<file path="config.mk">
export PLATFORM = sky130hd
export DESIGN_NAME = mdc_commutator
export DESIGN_NICKNAME = d
export VERILOG_FILES = /design/src/rtl/mdc_commutator.sv
export SDC_FILE = /design/constraint.sdc
export NUM_CORES = 1
export LEC_CHECK = 0
export CAP_MARGIN = 20
export CORE_MARGIN = 4
export CORE_UTILIZATION = 45
export CTS_CLUSTER_SIZE = 20
export DETAILED_ROUTE_END_ITERATION = 8
export PLACE_DENSITY = 0.69
export SETUP_SLACK_MARGIN = 0.1
export SYNTH_ARGS = -nofsm -noshare
export SYNTH_HDL_FRONTEND = slang
export SYNTH_SLANG_ARGS = --single-unit
</file>
<file path="constraint.sdc">
create_clock -name clk -period 6.78 [get_ports clk]
set_input_delay 0.678 -clock clk [delete_from_list [all_inputs] [get_ports clk]]
set_output_delay 0.678 -clock clk [all_outputs]
set_load 0.005 [all_outputs]
</file>
<file path="src/rtl/mdc_commutator.sv">
// ---------------------------------------------------------------------------
// mdc_commutator
//
// Radix-2 multi-path delay commutator stage. It sits between two butterfly
// stages of the FFT pipeline. The lower input is delayed by D = 2^LOG2D
// samples. The upper input and the delayed lower input are then passed or
// swapped every D samples by a 2x2 switch. Finally the upper switch output
// is delayed by another D samples, so the next butterfly sees the pairs it
// needs.
//
// All state advances only on accepted samples (in_valid = 1). When in_valid
// is low, all state holds, including the outputs.
//
// Optional feature macro: MDC_FRAME_SYNC_EN
//   defined   : adds the frame_start input. An accepted sample that has
//               frame_start = 1 restarts the sample index at n = 0. The
//               swap phase restarts and priming clears.
//   undefined : there is no frame_start port, and the swap phase runs free
//               from reset.
//
// Parameters
//   LOG2D       log2 of the commutator delay D, legal range 0..10.
//
// Ports
//   clk         system clock, rising edge
//   rst_n       asynchronous active-low reset
//   frame_start frame restart strobe (MDC_FRAME_SYNC_EN builds only)
//   in_valid    input sample pair valid; there is no backpressure
//   x0_re/x0_im upper input sample, signed 16-bit
//   x1_re/x1_im lower input sample, signed 16-bit
//   out_valid   output sample pair valid, registered
//   y0_re/y0_im upper output sample, registered
//   y1_re/y1_im lower output sample, registered
// ---------------------------------------------------------------------------

// 2x2 crossbar: i_sel = 0 passes a->a and b->b, i_sel = 1 swaps them.
module switch #(
   parameter int W = 32
) (
   input  logic         i_sel,
   input  logic [W-1:0] i_a,
   input  logic [W-1:0] i_b,
   output logic [W-1:0] o_a,
   output logic [W-1:0] o_b
);

   always_comb begin
      o_a = i_b;
      o_b = i_a;
      if (!i_sel) begin
         o_a = i_a;
         o_b = i_b;
      end
   end

endmodule

module mdc_commutator #(
   parameter int LOG2D = 3
) (
   input  logic               clk,
   input  logic               rst_n,
`ifdef MDC_FRAME_SYNC_EN
   input  logic               frame_start,
`endif
   input  logic               in_valid,
   input  logic signed [15:0] x0_re,
   input  logic signed [15:0] x0_im,
   input  logic signed [15:0] x1_re,
   input  logic signed [15:0] x1_im,
   output logic               out_valid,
   output logic signed [15:0] y0_re,
   output logic signed [15:0] y0_im,
   output logic signed [15:0] y1_re,
   output logic signed [15:0] y1_im
);

   localparam int D  = 1 << LOG2D;
   // When D = 1, the pointer is kept 1 bit wide so the buffers still have an index.
   localparam int PW = (LOG2D == 0) ? 1 : LOG2D;
   // Value of k on the last unprimed sample, n = D-1.
   localparam logic [LOG2D:0] K_PRIME = (LOG2D+1)'(D - 1);

   // k = n mod 2D; its top bit is the swap select, because k >= D exactly
   // when that bit is set.
   logic [LOG2D:0] r_k;
   logic [PW-1:0]  r_ptr;
   logic           r_primed;
   logic           r_out_valid;
   logic [31:0]    r_y0;
   logic [31:0]    r_y1;

   // Circular buffers that share r_ptr. The pointer has period D, so the
   // read location always holds the word written D accepted samples ago.
   logic [31:0]    r_dl1 [D];
   logic [31:0]    r_dl0 [D];

   logic           w_restart;
   logic [LOG2D:0] w_k;
   logic           w_primed;
   logic           w_sel;
   logic [31:0]    w_x0;
   logic [31:0]    w_x1;
   logic [31:0]    w_d1;
   logic [31:0]    w_s0;
   logic [31:0]    w_s1;
   logic [31:0]    w_y0;

`ifdef MDC_FRAME_SYNC_EN
   assign w_restart = in_valid & frame_start;
`else
   assign w_restart = 1'b0;
`endif

   // A restart sample is itself n = 0. The pointer is not restarted,
   // because the delay lines measure absolute sample age and do not depend
   // on frame phase.
   assign w_k      = w_restart ? '0 : r_k;
   assign w_primed = r_primed & ~w_restart;
   assign w_sel    = w_k[LOG2D];

   assign w_x0 = {x0_re, x0_im};
   assign w_x1 = {x1_re, x1_im};
   assign w_d1 = r_dl1[r_ptr];
   assign w_y0 = r_dl0[r_ptr];

   switch #(
      .W (32)
   ) u_switch (
      .i_sel (w_sel),
      .i_a   (w_x0),
      .i_b   (w_d1),
      .o_a   (w_s0),
      .o_b   (w_s1)
   );

   // Delay-line storage has no reset. Stale contents never reach a valid
   // output, because out_valid is gated by primed.
   always_ff @(posedge clk) begin
      if (in_valid) begin
         r_dl1[r_ptr] <= w_x1;
         r_dl0[r_ptr] <= w_s0;
      end
   end

   always_ff @(posedge clk or negedge rst_n) begin
      if (!rst_n) begin
         r_k         <= '0;
         r_ptr       <= '0;
         r_primed    <= 1'b0;
         r_out_valid <= 1'b0;
         r_y0        <= '0;
         r_y1        <= '0;
      end else begin
         r_out_valid <= in_valid & w_primed;
         if (in_valid) begin
            r_k      <= w_k + (LOG2D+1)'(1);
            r_ptr    <= (LOG2D == 0) ? '0 : r_ptr + PW'(1);
            r_primed <= w_primed | (w_k == K_PRIME);
            r_y0     <= w_y0;
            r_y1     <= w_s1;
         end
      end
   end

   assign out_valid = r_out_valid;
   assign y0_re     = r_y0[31:16];
   assign y0_im     = r_y0[15:0];
   assign y1_re     = r_y1[31:16];
   assign y1_im     = r_y1[15:0];

endmodule

</file>
; ---- After elaboration in Yosys (flattened, before gate mapping)
; Memory sizes are Yosys's and may differ from the RTL's. A register that Yosys moved wholly into a read port is not among the register bits.
; Index checks and enable logic that the tools add are counted.
[totals]
ram_bits = 512
memories = 2
out_inout_bits = 65
reg_bits = 41
[memory_table]
columns = memory, words, width, read_ports, rd_ports_with_merged_regs, write_ports, line_no
row1 = r_dl0, 8, 32, 1, 1, 1, 96  ; logic [31:0] r_dl0 [D];
row2 = r_dl1, 8, 32, 1, 0, 1, 95  ; logic [31:0] r_dl1 [D];
[classes]
mux = 4
n_reduce_logical = 1
bitwise_logic = 2
n_addsub = 2
eq_ne = 1
[op_table]
columns = op, n
row1 = two-way mux 32 bit, 2
row2 = "adder 4 x 1 -> 4 bit, second input constant", 1
row3 = "equality test 4 x 3 -> 1 bit, second input constant", 1
row4 = "adder 3 x 1 -> 3 bit, second input constant", 1
row5 = two-way mux 1 bit, 2
row6 = AND 1 bit, 1
row7 = zero test 1 bit, 1
row8 = OR 1 bit, 1

; ---- Logic depth before layout (Yosys ltp)
[logic_depth]
depth_word = 2
depth_mapped = 8

; ---- By module
; A second synthesis with hierarchy kept.
[unflattened]
hier_cells = 1132
hier_area_um2 = 23292.3
[modules_own_cells]
columns = mod, cells_per_inst, area_each_um2, instances
row1 = mdc_commutator, 1061, 22215.1, 1
row2 = switch, 71, 1077.3, 1

; ---- Least setup slack after synthesis
; OpenSTA, ideal clock, no wires.
[synth_path]
kind = input to register
startpoint = input port in_valid
endpoint = memory r_dl0[4][0] (enable)
n_path_buf = 1
setup_slack_ns = 0.781
arrival_ns = 5.433
cell_stages = 3
setup_ns = 0.565
cell_sequence = clkbuf_1 > nand2_1 > nor3_1
[synth_via]
elab_chain_len = 2
[synth_rtl]
columns = item, line_no
row1 = from (decl), 66  ; input logic in_valid,
row2 = two-way mux 1 bit, 140  ; if (in_valid) begin
row3 = two-way mux 1 bit (not written as such), 142  ; r_dl0[r_ptr] <= w_s0;
row4 = to (decl), 96
; No other way between the ends.

; ---- Worst setup path after layout
[layout_path]
startpoint = register r_ptr[1]
endpoint = memory r_dl0[5][11] (enable)
[layout_rtl]
columns = item, line_no
row1 = from (decl), 87  ; logic [PW-1:0] r_ptr;
row2 = from (signal assigned), 158  ; r_ptr <= (LOG2D == 0) ? '0 : r_ptr + PW'(1);
; No word-level cell before the write port.

==> reports/results.txt <==
Yosys reg bits: 585
Avg Synthesized Cell Area: 16.8 µm²
Port-buffer cells: 131
skew final: 17.4 ps
Slew @ Worst Pin: 1080 ps
final worst slack: 3280 ps
first drt pass iteration count: 5
Cell Rows: 81
Post-Syn Nets: 1,412
P per Cell Area: 463 nW/µm²
period utilization: 51.6%
Final ANT Viol Nets: 0
total gr overflow: 0
synth warn: 0
Post-Syn Instances: 1,343
Synth cell types: 30
H-tree Lvls: 2
layout cells sized above 1: 9.10%
slew margin rel.: 27.8%
reg2reg path depth: 4
Seq/Total Area, Yosys: 76.1%
GR Util All Layers: 19.0%
Final Wtd Congestion: 0.798
Tmin final: 3500 ps
crit end category: register
Slew Viols, Final: 0
CP max FO: 43
Wirelength per Cell: 23.6 µm
worst skew pair latency: 600 ps
Synth Cell Area: 22,600 µm²
initial antenna violation count: 3
post-DP HPWL: 28,500 µm
Worst EP arrival: 3710 ps
final instance area: 26,400 µm²
hold crit path type: in2async
Startpoint Class: register
Clock Path Buffers: 3
Die X: 232 µm
top cells by area, synth: edfxtp_1 68%, mux2i_1 8.5%, dfrtp_1 8.1%
status: finished, final reports clean
number of synthesized flops with an enable pin: 512
Async SR Flop Fraction: 12.5%
DRT iter0 DRCs: 1,104
setup bufs post-CTS: 0
vias in the first global route: 12,400
DR vias: 12,300
Place WS: 3240 ps
cell accounting for the most synthesized area: edfxtp_1
clock sink total: 585
die area: 53,900 µm²
# setup viols final: 0
Residual DRC: 0
clk root buf: clkbuf_16
Hold Vio Cnt, Final: 0
CTS Buf Count: 55
fmax: 286 MHz
overall power: 12.2 mW
pin count of the biggest net entering global routing: 125
share of the core filled with cells: 53.5%
core outline area: 49,400 µm²
global-route wire length before repair: 77,600 µm
top-level I/O count: 132
CTS clk-pin slew, worst paths: 60 ps
Synth top area share: 68.0%
Max VDD drop: 366 µV
Max-cap violations: 0
CTS tree: yes
height of the die: 232 µm
Synth Flop Type: edfxtp_1
final wirelength: 51,400 µm
WP data required: 6990 ps
Worst Setup Path Type: reg2reg
unrepaired setup endpoints after global routing: false
P&R area growth vs syn: 16.7%
DR vias/cell: 5.63
Layout Nets: 1,539
initial core utilization: 45.8%
Cell Area, Placed: 24,500 µm²
Final TNS setup: 0 ps
P_leak: 9.21 nW
## layer usage
metal	global-route usage [%]	routed length, µm
met1	27.5	22400
met2	29.7	24300
met3	3.16	3230
met4	6.44	1450
met5	0	22
## sequential cells by signal, indices dropped and copies added (netlist names)
name and flops:
out_valid 1, r_dl0 256, r_dl1 256, r_k 4, r_primed 1, r_ptr 3
r_y0 32, r_y1 32
## layout make-up
class	count	area, µm²
diodes	1	2.50
well taps	664	831
clock inverters	25	357
repair buffers	153	1490
flip-flops and latches	585	17200
fillers	3877	23000
inverters	2	7.51
multi-input cells	673	4960
clock buffers	79	1550
## path summary, 6_finish.rpt
path	from	to	slack, ps
min in group clk	r_k[2]	r_k[2]	510
worst min register to register	r_k[2]	r_k[2]	510
worst min-delay path	rst_n	r_y1[3]	500
worst max-delay path	r_ptr[1]	r_dl0[5][11]	3280
worst max register to register	r_ptr[1]	r_dl0[5][11]	3280
max in group asynchronous	rst_n	r_ptr[0]	5070
## cell usage after synthesis, types with 10 or more instances
library cell,count
buf_6,11
edfxtp_1,512
dfrtp_1,73
nand2_1,72
mux4_1,13
clkbuf_1,42
nor2_1,102
mux4_2,19
buf_4,14
a21oi_1,96
mux2i_1,192
o21ai_1,22
o22ai_1,96
o21ai_0,43
buf_2,10
## report_power, final
group / leakage (nW) / switching, mW / internal [mW]
Clock: 0.930 / 1.27 / 1.93
Sequential: 5.48 / 0.397 / 5.02
Combinational: 2.80 / 2.20 / 1.39
Total: 9.21 / 3.87 / 8.34
## critical path, stage by stage, from the launching register on
cell     delay, ps
dfrtp_1        530
inv_2          700
nand2_1        310
nor2_4         780
buf_4          760
## metrics by stage
| step | cells | hold WS (ps) |
|---|---|---|
| 2_1_floorplan | 1343 | 382 |
| 4_1_cts | 2181 | 472 |
| 3_5_place_dp | 2076 | 500 |
| 6_report | 2182 | 499 |
| 5_1_grt | 2182 | 503 |
| 3_3_place_gp | 2076 | 493 |
## cell usage in the layout (no fill, tap or decap), types with 2 or more instances in the layout
master / count
o21ai_0: 43
o22ai_1: 96
a21oi_1: 96
clkdlybuf4s50_1: 129
clkinv_2: 7
o21ai_1: 22
nand2b_2: 2
mux4_2: 19
clkbuf_1: 17
clkbuf_16: 56
clkinv_1: 7
bufinv_16: 9
mux2i_1: 192
xnor2_1: 3
dfrtp_1: 71
mux4_1: 13
nor3_2: 2
nor2_4: 6
nor2_1: 96
buf_4: 22
nand2b_1: 2
nand2_1: 71
ha_1: 2
clkbuf_8: 6
xor2_1: 2
edfxtp_1: 512
## cells by family (layout without fill, tap and decap cells)
kind of cell	Yosys count	count (layout)	share of synthesized area (%)
DFF	585	585	76.1
adders and majority gates	2	2	0.111
other	0	1	0
muxes	225	225	11.9
buffers and inverters	85	259	2.31
AOI/OAI and AO/OA	258	258	6.26
and+or+nand+nor	183	183	3.13
xor gates and xnor gates	5	5	0.194
## what timing repair did
| action | CTS | global route |
|---|---|---|
| endpoints found under the hold margin | 16 | 0 |
| hold buffers | 1 | 0 |
| resized for setup | 0 | 0 |
(Power assumes the default switching activity.)
